[src/rtl/uarc_pkg.sv]
// Shared definitions for the ARC micro-datapath sequencer: microword layout,
// branch-condition and state encodings, and the decode-address builder.
package uarc_pkg;

  localparam int CSAR_W = 11;

  localparam int MIR_A_HI    = 40;
  localparam int MIR_A_LO    = 35;
  localparam int MIR_AMUX    = 34;
  localparam int MIR_B_HI    = 33;
  localparam int MIR_B_LO    = 28;
  localparam int MIR_BMUX    = 27;
  localparam int MIR_C_HI    = 26;
  localparam int MIR_C_LO    = 21;
  localparam int MIR_CMUX    = 20;
  localparam int MIR_RD      = 19;
  localparam int MIR_WR      = 18;
  localparam int MIR_ALU_HI  = 17;
  localparam int MIR_ALU_LO  = 14;
  localparam int MIR_COND_HI = 13;
  localparam int MIR_COND_LO = 11;
  localparam int MIR_ADDR_HI = 10;
  localparam int MIR_ADDR_LO = 0;

  typedef enum logic [2:0] {
    COND_NEXT   = 3'b000,
    COND_N      = 3'b001,
    COND_Z      = 3'b010,
    COND_V      = 3'b011,
    COND_C      = 3'b100,
    COND_IR13   = 3'b101,
    COND_JUMP   = 3'b110,
    COND_DECODE = 3'b111
  } cond_e;

  typedef enum logic [1:0] {
    ST_IDLE    = 2'd0,
    ST_RUN     = 2'd1,
    ST_MEMWAIT = 2'd2,
    ST_ERROR   = 2'd3
  } state_e;

  localparam logic [CSAR_W-1:0] FETCH_ADDR = '0;
  localparam logic              DEC_LEAD   = 1'b1;
  localparam logic [1:0]        DEC_TAIL   = 2'b00;

  // Instruction decode target: {1, op, op3, 00}, i.e. four words per opcode.
  function automatic logic [CSAR_W-1:0] decode_addr(input logic [1:0] op,
                                                    input logic [5:0] op3);
    return {DEC_LEAD, op, op3, DEC_TAIL};
  endfunction

endpackage

[src/rtl/csai_next_addr.sv]
// Combinational next control-store address selection from the microword
// COND/ADDR fields, the PSR flags and the instruction register.
module csai_next_addr
  import uarc_pkg::*;
#(
  parameter int CSAR_WIDTH = 11
) (
  input  logic [2:0]            cond_i,
  input  logic [CSAR_WIDTH-1:0] addr_i,
  input  logic [CSAR_WIDTH-1:0] csar_i,
  input  logic [3:0]            flags_i,
  input  logic [31:0]           ir_i,
  output logic [CSAR_WIDTH-1:0] next_o
);

  logic [CSAR_WIDTH-1:0] inc;
  logic                  unused_ir;

  assign inc       = csar_i + CSAR_WIDTH'(1);
  assign unused_ir = ^{ir_i[29:25], ir_i[18:14], ir_i[12:0]};

  // flags_i is {n, z, v, c}
  always_comb begin
    next_o = inc;
    case (cond_i)
      COND_N:      next_o = flags_i[3] ? addr_i : inc;
      COND_Z:      next_o = flags_i[2] ? addr_i : inc;
      COND_V:      next_o = flags_i[1] ? addr_i : inc;
      COND_C:      next_o = flags_i[0] ? addr_i : inc;
      COND_IR13:   next_o = ir_i[13]   ? addr_i : inc;
      COND_JUMP:   next_o = addr_i;
      COND_DECODE: next_o = CSAR_WIDTH'(decode_addr(ir_i[31:30], ir_i[24:19]));
      default:     next_o = inc;
    endcase
  end

endmodule

[src/rtl/microsequencer.sv]
// Microprogram counter, memory-wait FSM with timeout, and executed-microword
// counter for the ARC micro-datapath control store.
module microsequencer
  import uarc_pkg::*;
#(
  parameter int CSAR_WIDTH = 11,
  parameter int MIR_WIDTH  = 41,
  parameter int WAIT_LIMIT = 15
) (
  input  logic                  uSEQ_CLOCK_50,
  input  logic                  uSEQ_RESET_InLow,
  input  logic                  uSEQ_START,
  input  logic                  uSEQ_HALT,
  input  logic [MIR_WIDTH-1:0]  uSEQ_MIR,
  input  logic [31:0]           uSEQ_IR,
  input  logic [3:0]            uSEQ_FLAGS,
  input  logic                  uSEQ_MEMACK,
  output logic [CSAR_WIDTH-1:0] uSEQ_CSAR,
  output logic                  uSEQ_EXEC,
  output logic                  uSEQ_MEMRD,
  output logic                  uSEQ_MEMWR,
  output logic                  uSEQ_BUSY,
  output logic                  uSEQ_ERROR,
  output logic [1:0]            uSEQ_STATE,
  output logic [15:0]           uSEQ_UCOUNT
);

  localparam int WAIT_W = $clog2(WAIT_LIMIT + 1);

  state_e                state_q, state_d;
  logic [CSAR_WIDTH-1:0] csar_q, csar_d;
  logic [WAIT_W-1:0]     wait_q, wait_d;
  logic [15:0]           ucount_q, ucount_d;

  logic                  mir_rd, mir_wr, memop, busy, exec;
  logic [2:0]            mir_cond;
  logic [CSAR_WIDTH-1:0] mir_addr, next_addr;
  logic                  unused_mir;

  assign mir_rd     = uSEQ_MIR[MIR_RD];
  assign mir_wr     = uSEQ_MIR[MIR_WR];
  assign mir_cond   = uSEQ_MIR[MIR_COND_HI:MIR_COND_LO];
  assign mir_addr   = CSAR_WIDTH'(uSEQ_MIR[MIR_ADDR_HI:MIR_ADDR_LO]);
  assign unused_mir = ^{uSEQ_MIR[MIR_A_HI:MIR_CMUX], uSEQ_MIR[MIR_ALU_HI:MIR_ALU_LO]};

  assign memop = mir_rd | mir_wr;
  assign busy  = (state_q == ST_RUN) || (state_q == ST_MEMWAIT);
  assign exec  = busy && (!memop || uSEQ_MEMACK);

  csai_next_addr #(.CSAR_WIDTH(CSAR_WIDTH)) u_next (
    .cond_i  (mir_cond),
    .addr_i  (mir_addr),
    .csar_i  (csar_q),
    .flags_i (uSEQ_FLAGS),
    .ir_i    (uSEQ_IR),
    .next_o  (next_addr)
  );

  always_comb begin
    state_d  = state_q;
    csar_d   = csar_q;
    wait_d   = wait_q;
    ucount_d = ucount_q;
    case (state_q)
      ST_IDLE: begin
        if (uSEQ_START) state_d = ST_RUN;
      end
      ST_RUN: begin
        if (memop && !uSEQ_MEMACK) begin
          state_d = ST_MEMWAIT;
          wait_d  = '0;
        end
      end
      ST_MEMWAIT: begin
        if (uSEQ_MEMACK) begin
          state_d = ST_RUN;
        end else if (wait_q == WAIT_W'(WAIT_LIMIT - 1)) begin
          state_d = ST_ERROR;
        end else begin
          wait_d = wait_q + WAIT_W'(1);
        end
      end
      default: ;
    endcase
    // A halt at a decode boundary parks the sequencer on the fetch address
    // so the interrupted instruction is fetched again on restart.
    if (exec) begin
      ucount_d = ucount_q + 16'd1;
      if (mir_cond == COND_DECODE && uSEQ_HALT) begin
        csar_d  = CSAR_WIDTH'(FETCH_ADDR);
        state_d = ST_IDLE;
      end else begin
        csar_d  = next_addr;
      end
    end
  end

  always_ff @(posedge uSEQ_CLOCK_50) begin
    if (!uSEQ_RESET_InLow) begin
      state_q  <= ST_IDLE;
      csar_q   <= CSAR_WIDTH'(FETCH_ADDR);
      wait_q   <= '0;
      ucount_q <= '0;
    end else begin
      state_q  <= state_d;
      csar_q   <= csar_d;
      wait_q   <= wait_d;
      ucount_q <= ucount_d;
    end
  end

  assign uSEQ_CSAR   = csar_q;
  assign uSEQ_EXEC   = exec;
  assign uSEQ_MEMRD  = busy && mir_rd;
  assign uSEQ_MEMWR  = busy && mir_wr;
  assign uSEQ_BUSY   = busy;
  assign uSEQ_ERROR  = (state_q == ST_ERROR);
  assign uSEQ_STATE  = state_q;
  assign uSEQ_UCOUNT = ucount_q;

endmodule

[config.mk]
export PLATFORM = sky130hd
export DESIGN_NAME = microsequencer
export DESIGN_NICKNAME = d
export VERILOG_FILES = /design/src/rtl/uarc_pkg.sv /design/src/rtl/csai_next_addr.sv /design/src/rtl/microsequencer.sv
export SDC_FILE = /design/constraint.sdc
export NUM_CORES = 1
export LEC_CHECK = 0
export BUFFER_PORTS_ARGS = -buffer_cell sky130_fd_sc_hd__buf_2
export CAP_MARGIN = 15
export CORE_ASPECT_RATIO = 1.75
export CORE_MARGIN = 10
export CORE_UTILIZATION = 44
export DETAILED_ROUTE_END_ITERATION = 10
export PLACE_DENSITY_LB_ADDON = 0.3
export RECOVER_POWER = 50
export SKIP_CTS_REPAIR_TIMING = 1
export SYNTH_ARGS = -nofsm -noshare
export SYNTH_HDL_FRONTEND = slang
export SYNTH_SLANG_ARGS = --single-unit
[constraint.sdc]
create_clock -name uSEQ_CLOCK_50 -period 1.9 [get_ports uSEQ_CLOCK_50]
set_input_delay 0.38 -clock uSEQ_CLOCK_50 [delete_from_list [all_inputs] [get_ports uSEQ_CLOCK_50]]
set_output_delay 0.38 -clock uSEQ_CLOCK_50 [all_outputs]
set_load 0.03 [all_outputs]
# == After elaboration in Yosys (flattened, before gate mapping) ==
# Index checks and enable logic that the tools add are counted.
# totals
output_inout_bits,34
elab_cells,52
inputBits,82
register_bits,33
# classes
n_addsub,3
mux,18
bitwise,1
reduce_logical,12
n_eq_ne,14
# op_table
operator,n
case mux 11 bit (7 select lines),1
2-to-1 mux 11 bit,6
"adder 16 x 1 -> 16 bit, second input constant",1
"== test 3 bit, second input constant",4
2-to-1 mux 2 bit,6
2-to-1 mux 4 bit,3
"adder 11 x 1 -> 11 bit, second input constant",1
case mux 4 bit (2 select lines),1
"== test 3 x 2 -> 1 bit, second input constant",2
case mux 2 bit (3 select lines),1
logical AND 1 bit,5
"adder 4 x 1 -> 4 bit, second input constant",1
"== test 2 bit, second input constant",2
"== test 4 bit, second input constant",1
"inequality test 2 bit, second input constant",2
AND reduction 4 bit,1
"== test 3 x 1 -> 1 bit, second input constant",1
"== test 2 x 1 -> 1 bit, second input constant",1
zero test 1 bit,2
zero test 2 bit,1
logical OR 1 bit,2
"inequality test 2 x 1 -> 1 bit, second input constant",1
nonzero test 2 bit,1
bitwise OR 1 bit,1

# == Logic depth before layout (Yosys ltp) ==
# logic_depth
depth_word,6
mapped_depth,8

# == Cells and area by module ==
# From an unflattened synthesis, not the netlist that was laid out.
# unflattened
cells_unflattened,279
area_unflattened_um2,2259.7
# by_module_without_submodules
module,area_each_um2,instances,cells_per_inst
microsequencer,1576.5,1,184
csai_next_addr,683.2,1,95

# == Worst setup path after synthesis ==
# OpenSTA, ideal clock, no wires.
# synth_path
path_type,reg-to-reg
from,"reg state_q[0], in the netlist uSEQ_STATE[0]"
to,"reg csar_q[10], in the netlist uSEQ_CSAR[10]"
path_stages_with_launch,8
t_required_ps,1768
setup_slack_ps,-345
t_arrival_ps,2113
cell_sequence,dfxtp_1 -> inv_1 -> ha_1 -> nand4_1 -> nor4_1 -> mux2_2 -> a22oi_1 -> a21oi_1
# synth_via
elab_chain_len,3
word_cells_on_any_way,4
classes_between,2 x eq/ne; 2 x reduce/logical
# synth_lines
item,line_no,text
start: declaration,microsequencer.sv:30,"state_e state_q, state_d;"
start signal: assignment,microsequencer.sv:105,state_q <= state_d;
== test 2 x 1 -> 1 bit or == test 2 bit (tied branches),microsequencer.sv:47,assign busy = (state_q == ST_RUN) || (state_q == ST_MEMWAIT);
logical OR 1 bit *,microsequencer.sv:47,
named net uSEQ_BUSY,microsequencer.sv:22,"output logic uSEQ_BUSY,"
logical AND 1 bit *,microsequencer.sv:48,assign exec = busy && (!memop || uSEQ_MEMACK);
end signal: assignment,microsequencer.sv:101,csar_q <= CSAR_WIDTH'(FETCH_ADDR);
end signal: assignment,microsequencer.sv:106,csar_q <= csar_d;
end: declaration,microsequencer.sv:31,"logic [CSAR_WIDTH-1:0] csar_q, csar_d;"
# The timed path passes the listed nets; every way through them passes the cells marked *.
# A chain may end at the register's enable or synchronous reset.

# == Worst setup path after layout ==
# layout_path
from,"reg state_q[1], in the netlist uSEQ_STATE[1]"
to,out uSEQ_MEMWR
# layout_via
elab_chain_len,3
word_cells_on_any_way,4
classes_between,2 x eq/ne; 2 x reduce/logical
# layout_lines
item,line_no,text
== test 2 x 1 -> 1 bit or == test 2 bit (tied branches),microsequencer.sv:47,
logical OR 1 bit *,microsequencer.sv:47,
logical AND 1 bit *,microsequencer.sv:115,assign uSEQ_MEMWR = busy && mir_wr;
end: declaration,microsequencer.sv:21,"output logic uSEQ_MEMWR,"
# Mark *: on every way between the ends. The rest lies on a longest branch, timed or not.

==> flow_summary.json <==
{
  "num-nets-final": 431,
  "ys_ff_latch": 33,
  "clock_tree_from_tritoncts": "built",
  "portBuffers": 67,
  "clkTransAtPathRegs_ps": 70,
  "hold_slack_ps": 380.3,
  "synth.net_count": 341,
  "worst_setup_path_end_kind": "output port",
  "nFillCells": 447,
  "synth_area_per_cell_um2": 8.210,
  "layout_common_cells": "buf_2 (38), clkbuf_1 (30), dfxtp_1 (29)",
  "layout-drive-gt1-share_pct": 26.32,
  "fin_tns_setup_ps": 0,
  "overflow": 0,
  "tightest_slew_ps": 558.2,
  "timing.max_slew.rel_slack_pct": 62.47,
  "synth_edf_count": 0,
  "area_growth_pct": 32.18,
  "dpl_cell_area_mm2": 0.002608,
  "vias_in_the_first_global_route": 2229,
  "required_time_of_the_critical_path_ps": 1520,
  "dieHeight_um": 110.5,
  "report.final.slew_viol_count": 0,
  "synth_compound_area_share_pct": 21.19,
  "die-area_mm2": 0.007928,
  "post_layout_min_period_ps": 1803,
  "core_ar_mm2": 0.004484,
  "ctsRootBufferMaster": "clkbuf_8",
  "worstSetupPathType": "flop to output port",
  "ys_async_sr_fraction_pct": 0,
  "ys.warnings.count": 0,
  "grt_usage_pct": 15.63,
  "grt_max_degree": 20,
  "placementRows": 32,
  "post_synth_fa_ha_maj_area_fraction_pct": 4.857,
  "synth_simple_gate_area_share_pct": 27.02,
  "ff2ff_setup_slack_ps": 110,
  "fin_worst_skew_ps": 11.03,
  "synth_area_mm2": 0.002061,
  "worstSkewPairLatency_ps": 300,
  "dp_hpwl_um": 4973,
  "synth_seq_area_share_pct": 32.06,
  "run_status": "completed",
  "gp_routability_congestion": 0.8684,
  "hold_class": "primary input to flop",
  "floorplan.initialDensity_pct": 45.95,
  "route.detailed.drc": 0,
  "avgViaCountPerCell": 5.761,
  "min_delay_path_depth": 2,
  "layout.area.seq_um2": 670.6,
  "synth_cell_type_count": 53,
  "antenna_cells": 0,
  "timing.critical_path.fanout_max": 6,
  "start_kind": "flop",
  "holdPathEnd": "uSEQ_CSAR[3]",
  "rsz0062_at_grt": "no",
  "first_pass_iters": 4,
  "grt_pass1_wl_um": 10300,
  "area_of_the_multi_input_gates_mm2": 0.001333,
  "power-per-cell-area_mw_per_mm2": 769.6,
  "numCtsBuffers": 5,
  "antenna_found_initial": 0,
  "worst_hold_startpoint": "uSEQ_RESET_InLow",
  "postRouteAntennaNets": 0,
  "number_of_vias_in_the_routed_layout": 2264,
  "arrival_ps": 1420,
  "largest_family_of_logic_cells_by_synthesized_area": "simple AND/OR/NAND/NOR gates",
  "leakage_uw": 0.001048,
  "chipWidth_um": 71.73,
  "synth_mux_area_share_pct": 2.004,
  "clock_path_buffers": 2,
  "peakVddDrop_uv": 470.2,
  "routedWlPerCell_um": 16.15,
  "post_synth_inst_count": 251,
  "drt-initial-drc-count": 102,
  "setup_ws_ps": 97.09,
  "ff_to_ff_end": "uSEQ_CSAR[10]",
  "layout_commonest_cell": "buf_2",
  "placement.setup.worst_slack_ps": 6.709,
  "max_freq_mhz": 554.7,
  "final_std_cell_area_no_fill_mm2": 0.002724,
  "setup_viol_count_final": 0,
  "predominant_post_synthesis_flop_cell": "dfxtp_1",
  "post_synthesis_xor_xnor_area_fraction_pct": 8.500,
  "ctsHtreeMaxLevel": 2,
  "io_pins": 116,
  "finalWirelength_um": 6347,
  "critical_path.reg2reg.startpoint": "uSEQ_STATE[1]",
  "max_cap_violations": 0,
  "layout.core_utilization_pct": 60.74,
  "report.final.hold_viol_count": 0,
  "sinks_on_clock_net": 33,
  "final_worst_path_period_share_pct": 94.89,
  "reg2regPathDepth": 7
}
synth_stat cells, drive strengths merged, types with 2 or more instances:
cell type | number | area share, %
a2111oi | 3 | 1.3
a211oi | 5 | 2.3
a21o | 2 | 0.73
a21oi | 16 | 3.9
a222oi | 3 | 1.5
a22oi | 3 | 1.1
a31oi | 6 | 1.8
and2 | 2 | 0.61
and3 | 4 | 1.2
and4 | 2 | 0.85
buf | 9 | 3.1
dfxtp | 33 | 32
ha | 8 | 4.9
inv | 6 | 1.1
mux2i | 3 | 1.5
nand2 | 26 | 4.7
nand3 | 12 | 2.9
nand3b | 4 | 1.5
nand4 | 8 | 2.4
nor2 | 20 | 3.6
nor2b | 4 | 1.2
nor3 | 9 | 2.7
nor3b | 5 | 2.1
nor4 | 5 | 1.5
o21ai | 13 | 3.3
o22ai | 2 | 0.61
o31ai | 2 | 0.73
or2 | 2 | 0.61
or3 | 2 | 0.61
xnor2 | 11 | 4.7
xor2 | 9 | 3.8
critical path: stages, from the launching register on:
cell,delay (ps)
dfxtp_4,340
inv_1,70
ha_4,280
buf_4,130
and2_1,120
buf_2,190
through the flow:
step / std cells / power, uW
6_report: 393 / 2096
3_5_place_dp: 383 / 1354
4_1_cts: 391 / 2098
3_3_place_gp: 383 / 1345
2_1_floorplan: 251 / 1139
5_1_grt: 393 / 2190
power by group:
part | internal, uW | leakage (uW) | total [uW] | switching [uW]
combinational | 229 | 0.000712 | 580 | 351
clock | 468 | 0.0000663 | 750 | 282
sequential | 731 | 0.000269 | 767 | 35.6
total | 1430 | 0.00105 | 2100 | 668
flip-flops by register name (all words and copies together), names as in the netlist:
name         cells
wait_q           4
uSEQ_STATE       2
uSEQ_CSAR       11
uSEQ_UCOUNT     16
cells by family after synthesis:
kind of cell / after synthesis
xor gates and xnor gates: 20
adders and majority gates: 8
AOI/OAI and AO/OA: 64
muxes: 4
and+or+nand+nor: 106
buffers and inverters: 16
DFF: 33
per-layer routing:
metal / vias to the layer above / global-route usage [%] / wire [um]
met5: - / 0 / 0
met4: 0 / 7.245 / 138
met3: 9 / 6.267 / 629
met2: 97 / 27.18 / 3167
met1: 1047 / 15.41 / 2412
li1: 1111 / - / -
worst max-delay path by stage:
stage	startpoint	to	slack, ps	depth (start not counted)
2_1_floorplan	uSEQ_STATE[0]	uSEQ_CSAR[10]	30	7
3_5_place_dp	uSEQ_MIR[18]	uSEQ_CSAR[10]	7	6
3_3_place_gp	uSEQ_MIR[18]	uSEQ_CSAR[10]	4	6
4_1_cts	uSEQ_STATE[0]	uSEQ_EXEC	-80	5
5_1_grt	uSEQ_STATE[1]	uSEQ_CSAR[10]	10	7
6_report	uSEQ_STATE[1]	uSEQ_MEMWR	100	5
area by class of cell:
| class | instances | share of cell area (%) |
|---|---|---|
| Sequential cell | 33 | 24.62 |
| Timing Repair Buffer | 93 | 18.47 |
| Clock inverter | 2 | 1.286 |
| Inverter | 6 | 0.9187 |
| Clock buffer | 6 | 3.445 |
| Tap cell | 51 | 2.343 |
| Multi-Input combinational cell | 202 | 48.92 |
(Power assumes the default switching activity.)
